--- config.mk ---
export PLATFORM = sky130hd
export DESIGN_NAME = sub_vec_ctrl
export DESIGN_NICKNAME = d
export VERILOG_FILES = /design/src/rtl/sub_vec_ctrl_pkg.sv /design/src/rtl/sub_vec_ctrl_sub.sv /design/src/rtl/sub_vec_ctrl.sv
export SDC_FILE = /design/constraint.sdc
export NUM_CORES = 1
export LEC_CHECK = 0
export ABC_AREA = 1
export CAP_MARGIN = 20
export CORE_MARGIN = 2
export CORE_UTILIZATION = 52
export DETAILED_ROUTE_END_ITERATION = 8
export HOLD_SLACK_MARGIN = 0.12
export PLACE_DENSITY = 0.92
export RECOVER_POWER = 100
export SKIP_LAST_GASP = 1
export SYNTH_ARGS = -nofsm -noshare
export SYNTH_HDL_FRONTEND = slang
export SYNTH_SLANG_ARGS = --single-unit
--- constraint.sdc ---
create_clock -name i_clk -period 2.4 [get_ports i_clk]
set_input_delay 0.36 -clock i_clk [delete_from_list [all_inputs] [get_ports i_clk]]
set_output_delay 0.36 -clock i_clk [all_outputs]
set_load 0.01 [all_outputs]
--- src/rtl/sub_vec_ctrl_pkg.sv ---
// -----------------------------------------------------------------------------
// sub_vec_ctrl_pkg
//   Shared constants for the vector-subtraction sequencer and its `sub`
//   datapath: the FrodoKEM moduli for the two supported security levels and
//   the sec_lev code that selects L1.
// -----------------------------------------------------------------------------
package sub_vec_ctrl_pkg;

   // Moduli of the supported parameter sets.
   localparam int L1_Q      = 1 << 15;
   localparam int L5_Q      = 1 << 16;

   // log2(L1_Q): position of the first bit that must be zero in an L1 value.
   localparam int L1_Q_BITS = 15;

   // sec_lev encoding; every other code selects L5.
   localparam logic [2:0] SEC_LEV_L1 = 3'b001;

   function automatic logic sel_l1(input logic [2:0] sec_lev);
      return (sec_lev == SEC_LEV_L1);
   endfunction

endpackage

--- src/rtl/sub_vec_ctrl_sub.sv ---
// -----------------------------------------------------------------------------
// sub_vec_ctrl_sub  (the `sub` datapath)
//   Combinational modular subtraction c = (a - b) mod q.
//     L5: q = 2^16
//     L1: q = 2^15, bit 15 of the result is forced to 0
// Ports
//   a, b   : operands, WIDTH bits
//   is_l1  : 1 selects the L1 modulus, 0 selects L5
//   c      : reduced difference, WIDTH bits
// -----------------------------------------------------------------------------
module sub_vec_ctrl_sub
   import sub_vec_ctrl_pkg::*;
#(
   parameter int WIDTH = 16
) (
   input  logic [WIDTH-1:0] a,
   input  logic [WIDTH-1:0] b,
   input  logic             is_l1,
   output logic [WIDTH-1:0] c
);

   localparam logic [WIDTH-1:0] L1_MASK = WIDTH'(L1_Q - 1);
   localparam logic [WIDTH-1:0] L5_MASK = WIDTH'(L5_Q - 1);

   // Both moduli are powers of two, so the reduction of the two's-complement
   // difference is a simple mask of its low bits.
   function automatic logic [WIDTH-1:0] reduce_q(input logic [WIDTH-1:0] d,
                                                 input logic             l1);
      return l1 ? (d & L1_MASK) : (d & L5_MASK);
   endfunction

   logic signed [WIDTH-1:0] diff;

   assign diff = $signed(a) - $signed(b);
   assign c    = reduce_q(diff, is_l1);

endmodule

--- src/rtl/sub_vec_ctrl.sv ---
// -----------------------------------------------------------------------------
// sub_vec_ctrl
//   Sequencer for element-wise vector subtraction C[i] = (A[i] - B[i]) mod q
//   over synchronous-read RAMs, one element per cycle through the `sub`
//   datapath. Start/done handshake, security levels L1 (q = 2^15) and
//   L5 (q = 2^16).
//
// Optional feature: define SUB_VEC_CTRL_RANGE_CHECK_EN to build the L1
//   operand range check driving o_range_err; otherwise o_range_err is 0.
//
// Ports
//   i_clk, i_rst_n        clock, asynchronous active-low reset
//   i_start               start pulse, only looked at in IDLE
//   i_clear               synchronous abort back to IDLE (highest priority)
//   i_sec_lev             3'b001 = L1, anything else = L5 (latched at start)
//   i_len                 element count (latched at start)
//   i_base_a/_b/_c        A, B, C base addresses (latched at start)
//   o_rd_en               read strobe shared by the A and B RAMs
//   o_rd_addr_a/_b        read addresses
//   i_rd_data_a/_b        read data, one cycle after o_rd_en
//   o_wr_en/_addr/_data   C write port
//   o_busy                high in RUN, DRAIN and DONE
//   o_done                one-cycle pulse after the last write
//   o_range_err           sticky L1 operand range error
//
// Timing (start accepted in cycle 0): read k in cycle 1+k, write k in
//   cycle 3+k, o_done in cycle len+3 (cycle 1 when len == 0).
// -----------------------------------------------------------------------------
module sub_vec_ctrl
   import sub_vec_ctrl_pkg::*;
#(
   parameter int WIDTH      = 16,
   parameter int ADDR_WIDTH = 11,
   parameter int LEN_WIDTH  = 12
) (
   input  logic                  i_clk,
   input  logic                  i_rst_n,
   input  logic                  i_start,
   input  logic                  i_clear,
   input  logic [2:0]            i_sec_lev,
   input  logic [LEN_WIDTH-1:0]  i_len,
   input  logic [ADDR_WIDTH-1:0] i_base_a,
   input  logic [ADDR_WIDTH-1:0] i_base_b,
   input  logic [ADDR_WIDTH-1:0] i_base_c,
   output logic                  o_rd_en,
   output logic [ADDR_WIDTH-1:0] o_rd_addr_a,
   output logic [ADDR_WIDTH-1:0] o_rd_addr_b,
   input  logic [WIDTH-1:0]      i_rd_data_a,
   input  logic [WIDTH-1:0]      i_rd_data_b,
   output logic                  o_wr_en,
   output logic [ADDR_WIDTH-1:0] o_wr_addr,
   output logic [WIDTH-1:0]      o_wr_data,
   output logic                  o_busy,
   output logic                  o_done,
   output logic                  o_range_err
);

   localparam logic [1:0] ST_IDLE  = 2'd0;
   localparam logic [1:0] ST_RUN   = 2'd1;
   localparam logic [1:0] ST_DRAIN = 2'd2;
   localparam logic [1:0] ST_DONE  = 2'd3;

   logic [1:0]            state;
   logic [1:0]            state_nxt;

   // Operation context captured when a start is accepted.
   logic [LEN_WIDTH-1:0]  len_q;
   logic [ADDR_WIDTH-1:0] base_a_q;
   logic [ADDR_WIDTH-1:0] base_b_q;
   logic [ADDR_WIDTH-1:0] base_c_q;
   logic                  l1_q;

   logic [LEN_WIDTH-1:0]  idx;
   logic                  start_acc;
   logic                  last_issue;

   logic                  vld_p0;
   logic                  vld_p1;
   logic [ADDR_WIDTH-1:0] idx_p1;
   logic [WIDTH-1:0]      diff_p1;
   logic                  vld_p2;

   // A clear in the same cycle as a start drops the start entirely.
   assign start_acc  = (state == ST_IDLE) && i_start && !i_clear;
   assign last_issue = (idx == (len_q - LEN_WIDTH'(1)));

   // ---------------------------------------------------------------------------
   // FSM: state register
   // ---------------------------------------------------------------------------
   always_ff @(posedge i_clk or negedge i_rst_n) begin
      if (!i_rst_n) begin
         state <= ST_IDLE;
      end else if (i_clear) begin
         state <= ST_IDLE;
      end else begin
         state <= state_nxt;
      end
   end

   // FSM: next-state logic
   always_comb begin
      state_nxt = state;
      case (state)
         ST_IDLE: begin
            if (i_start) begin
               state_nxt = (i_len == '0) ? ST_DONE : ST_RUN;
            end
         end
         ST_RUN: begin
            if (last_issue) begin
               state_nxt = ST_DRAIN;
            end
         end
         ST_DRAIN: begin
            // vld_p1 is the last element still ahead of the write register;
            // once it is gone the final write is being presented this cycle,
            // so o_done lands on the cycle right after it.
            if (!vld_p0 && !vld_p1) begin
               state_nxt = ST_DONE;
            end
         end
         ST_DONE: begin
            state_nxt = ST_IDLE;
         end
         default: begin
            state_nxt = ST_IDLE;
         end
      endcase
   end

   // FSM: outputs
   always_comb begin
      o_rd_en = 1'b0;
      o_busy  = 1'b0;
      o_done  = 1'b0;
      case (state)
         ST_RUN: begin
            o_rd_en = 1'b1;
            o_busy  = 1'b1;
         end
         ST_DRAIN: begin
            o_busy  = 1'b1;
         end
         ST_DONE: begin
            o_busy  = 1'b1;
            o_done  = 1'b1;
         end
         default: begin
            o_rd_en = 1'b0;
         end
      endcase
   end

   // Context latch and element index. Later changes on the input ports are
   // ignored until the next accepted start.
   always_ff @(posedge i_clk or negedge i_rst_n) begin
      if (!i_rst_n) begin
         len_q    <= '0;
         base_a_q <= '0;
         base_b_q <= '0;
         base_c_q <= '0;
         l1_q     <= 1'b0;
         idx      <= '0;
      end else if (start_acc) begin
         len_q    <= i_len;
         base_a_q <= i_base_a;
         base_b_q <= i_base_b;
         base_c_q <= i_base_c;
         l1_q     <= sel_l1(i_sec_lev);
         idx      <= '0;
      end else if (o_rd_en && !i_clear) begin
         idx      <= idx + LEN_WIDTH'(1);
      end
   end

   // ---------------------------------------------------------------------------
   // Stage 0: read issue (addresses wrap modulo 2^ADDR_WIDTH)
   // ---------------------------------------------------------------------------
   assign vld_p0      = o_rd_en;
   assign o_rd_addr_a = base_a_q + ADDR_WIDTH'(idx);
   assign o_rd_addr_b = base_b_q + ADDR_WIDTH'(idx);

   always_ff @(posedge i_clk or negedge i_rst_n) begin
      if (!i_rst_n) begin
         vld_p1 <= 1'b0;
      end else begin
         vld_p1 <= vld_p0 && !i_clear;
      end
   end

   always_ff @(posedge i_clk) begin
      if (vld_p0) begin
         idx_p1 <= ADDR_WIDTH'(idx);
      end
   end

   // ---------------------------------------------------------------------------
   // Stage 1: RAM data arrives, modular subtraction
   // ---------------------------------------------------------------------------
   sub_vec_ctrl_sub #(
      .WIDTH (WIDTH)
   ) u_sub (
      .a     (i_rd_data_a),
      .b     (i_rd_data_b),
      .is_l1 (l1_q),
      .c     (diff_p1)
   );

   always_ff @(posedge i_clk or negedge i_rst_n) begin
      if (!i_rst_n) begin
         vld_p2    <= 1'b0;
         o_wr_addr <= '0;
         o_wr_data <= '0;
      end else begin
         vld_p2 <= vld_p1 && !i_clear;
         if (vld_p1) begin
            o_wr_addr <= base_c_q + idx_p1;
            o_wr_data <= diff_p1;
         end
      end
   end

   // ---------------------------------------------------------------------------
   // Stage 2: registered write port
   // ---------------------------------------------------------------------------
   assign o_wr_en = vld_p2;

`ifdef SUB_VEC_CTRL_RANGE_CHECK_EN
   // An L1 operand must be below 2^15; a set top bit is flagged but the
   // reduced result is still written.
   logic range_err_q;
   logic opnd_hi_p1;

   assign opnd_hi_p1 = l1_q && (i_rd_data_a[L1_Q_BITS] || i_rd_data_b[L1_Q_BITS]);

   always_ff @(posedge i_clk or negedge i_rst_n) begin
      if (!i_rst_n) begin
         range_err_q <= 1'b0;
      end else if (i_clear || start_acc) begin
         range_err_q <= 1'b0;
      end else if (vld_p1 && opnd_hi_p1) begin
         range_err_q <= 1'b1;
      end
   end

   assign o_range_err = range_err_q;
`else
   assign o_range_err = 1'b0;
`endif

endmodule
==> flow_summary.json <==
{
  "drive_gt1_share_pct": 18.3,
  "drc": 0,
  "dieArea_um2": 13200,
  "die_y_um": 115,
  "instances_no_fill": 1180,
  "routabilityCongestion": 0.931,
  "worst_hold_path_type": "in -> async",
  "setup_viol": 14,
  "fin_setup_tns_ns": -1.60,
  "yosysTopAreaCellShare_pct": 34.8,
  "grt_max_degree": 60,
  "syn_avg_cell_area_um2": 7.76,
  "n_antenna_cell": 0,
  "area_growth_syn_to_layout_pct": 42.6,
  "clk_pin_slew_worst_paths_ns": 0.07,
  "yosysWarnings": 0,
  "fin_crit_ns": 2.64,
  "cts_htree_levels": 3,
  "r2r_end": "idx[10]$_DFFE_PN0P_",
  "violations": "setup timing",
  "status": "complete, but fails checks",
  "grt.total_usage_pct": 29.7,
  "report.final.slew_viol_count": 0,
  "synthDistinctLibCells": 34,
  "cp.required_ns": 2.04,
  "clock-root-buffer": "clkbuf_16",
  "timing.final.ws_setup_ns": -0.238,
  "start_kind": "flip-flop",
  "finClkSkew_ns": 0.00660,
  "wl_per_cell_um": 17.3,
  "vias": 6746,
  "syn_inst": 825,
  "dp_hpwl_mm": 13.2,
  "fp.dieW_um": 115,
  "postLayoutCoreUtil_pct": 76.0,
  "cts_tree": "done",
  "fp-row-count": 40,
  "clk_latency_ns": 0.36,
  "pre_cts_slack_ns": -0.347,
  "synth-seq-cells": 100,
  "r2r_slack_ns": 0.13,
  "rsz0062_at_grt": "true",
  "ys_async_sr_fraction_pct": 89.0,
  "crit_path_end_kind": "output pin",
  "antenna_found_initial": 0,
  "power_density_nw_per_um2": 1110,
  "cp_max_fo": 4,
  "reg2regPathDepth": 11,
  "cp_data_arrival_time_ns": 2.28,
  "netlist_area_um2": 6400,
  "grt_pass1_vias": 6539,
  "yosysSeqAreaShare_pct": 39.9,
  "synth_area_leader_cell": "dfrtp_1",
  "routed_wl_mm": 20.5,
  "leakagePower_nw": 4.49,
  "synth_edf_count": 11,
  "initial_core_util_pct": 53.3,
  "vdd_drop_max_v": 0.000593,
  "final_hold_viol_count": 0,
  "core_area_um2": 12000,
  "drtPass1Iterations": 6,
  "nets": 1168,
  "grt_pass1_wl_mm": 30.7,
  "r2r-start": "state[1]$_DFFE_PN0P_",
  "via_per_inst": 5.72,
  "hold_slack_ns": 0.485,
  "io_pins": 138,
  "ant_nets": 0,
  "drv_cap": 0,
  "min_period_over_period_pct": 110,
  "netlist_top_cells_count": "nand2_1 (263), dfrtp_1 (89), inv_1 (84), nor2_1 (60), ha_1 (52)",
  "clockBufferDepth": 2,
  "max_freq_mhz": 379,
  "cts_sinks": 100,
  "drt_iter0_drc": 653,
  "synth_most_common_cell": "nand2_1",
  "crit_type": "reg -> out",
  "ys.flop_type": "dfrtp_1",
  "cts_buffers": 9,
  "syn_nets": 965,
  "synth.top_cells.by_area": "dfrtp_1 (35%), nand2_1 (15%), ha_1 (10%)",
  "grt.overflow.total": 0,
  "placed_cells": 1154,
  "portBuffers": 136
}
==> state kept, by name, summed over array words and instances (netlist names), 2 cells and up <==
| signal | count |
|---|---|
| state | 2 |
| o_wr_addr | 11 |
| base_a_q | 11 |
| idx_p1 | 11 |
| idx | 12 |
| len_q | 12 |
| base_b_q | 11 |
| base_c_q | 11 |
| o_wr_data | 16 |
==> final cells by class <==
type                    count  area [um2]
clock buffers               9         225
multi-input cells         622        3880
clock inverters             7        57.6
repair buffers            211        1900
inverters                  84         318
well taps                 147         184
flip-flops and latches    100        2560
fillers                   782        2880
==> per-layer routing <==
metal / vias to the layer above / share of wire (%) / track usage (%)
li1: 3106 / - / -
met1: 3173 / 36 / 33.9
met2: 362 / 50 / 52.2
met3: 105 / 7.3 / 5.27
met4: 0 / 5.7 / 16.9
met5: - / 0 / 0
==> worst max-delay path: stages, from the launching register on <==
cell     delay, ns
dfrtp_2       0.48
ha_4          0.27
a21oi_1       0.39
o21ai_4       0.12
a21oi_2       0.16
nor2_1        0.08
nor2_1        0.13
xor2_1        0.14
buf_2         0.14
==> power by group <==
group / internal [mW] / switching (mW)
clock network: 0.719 / 0.707
logic: 2.60 / 3.11
registers: 2.42 / 0.545
==> through the flow <==
step	total power, mW	cell area [um2]
2_1_floorplan	5.60	6400
3_5_place_dp	7.98	8400
3_3_place_gp	7.79	8400
6_report	10.1	9130
5_1_grt	10.7	9130
4_1_cts	9.53	8920
==> worst max-delay path by stage <==
| stage | start | endpoint | slack, ns | cells after the start |
|---|---|---|---|---|
| 6_report | idx[4]$_DFFE_PN0P_ | o_rd_addr_b[7] | -0.24 | 8 |
| 3_5_place_dp | i_rd_data_a[0] | o_wr_data[10]$_DFFE_PN0P_ | -0.35 | 16 |
| 2_1_floorplan | state[1]$_DFFE_PN0P_ | idx[11]$_DFFE_PN0P_ | 0.17 | 12 |
| 3_3_place_gp | i_rd_data_a[0] | o_wr_data[10]$_DFFE_PN0P_ | -0.16 | 16 |
| 5_1_grt | idx[4]$_DFFE_PN0P_ | o_rd_addr_b[7] | -0.28 | 8 |
| 4_1_cts | idx[4]$_DFFE_PN0P_ | o_rd_addr_b[8] | -0.18 | 8 |
==> placed cells by master (no fill, tap or decap), drive strengths merged <==
cell,n
nand2,264
nor2,63
a21o,5
nand3,43
o31ai,5
xnor2,18
a31oi,9
inv,88
xor2,24
clkdlybuf4s15,1
a211oi,2
a21boi,1
nor3b,1
nor4,3
clkbuf,12
conb,1
clkinvlp,1
or2,3
a31o,1
o21bai,3
edfxtp,11
fa,4
nand4,8
o21ai,48
dlygate4sd2,1
ha,52
nor3,11
a21oi,45
nand3b,6
clkdlybuf4s50,115
clkinv,2
dlygate4sd3,1
buf,90
dfrtp,89
o2111ai,2
==> cells by family after synthesis <==
logic type,share of synthesized area (%)
XOR/XNOR,5.75
buffers and inverters,6.10
other,0.0586
adder cells (fa/ha/maj),11.4
AO/OA/AOI/OAI,10.4
AND/OR/NAND/NOR,26.3
flip-flops,39.9
==> repair_timing <==
item | CTS | global route
endpoints found under the hold margin | 30 | 0
hold buffers | 1 | 0
resized for setup | 109 | 64
pin swaps | 12 | 39
endpoints found under the setup margin | 20 | 23
setup buffers | 5 | 5
Note: power is estimated with default switching activity, not from simulation.
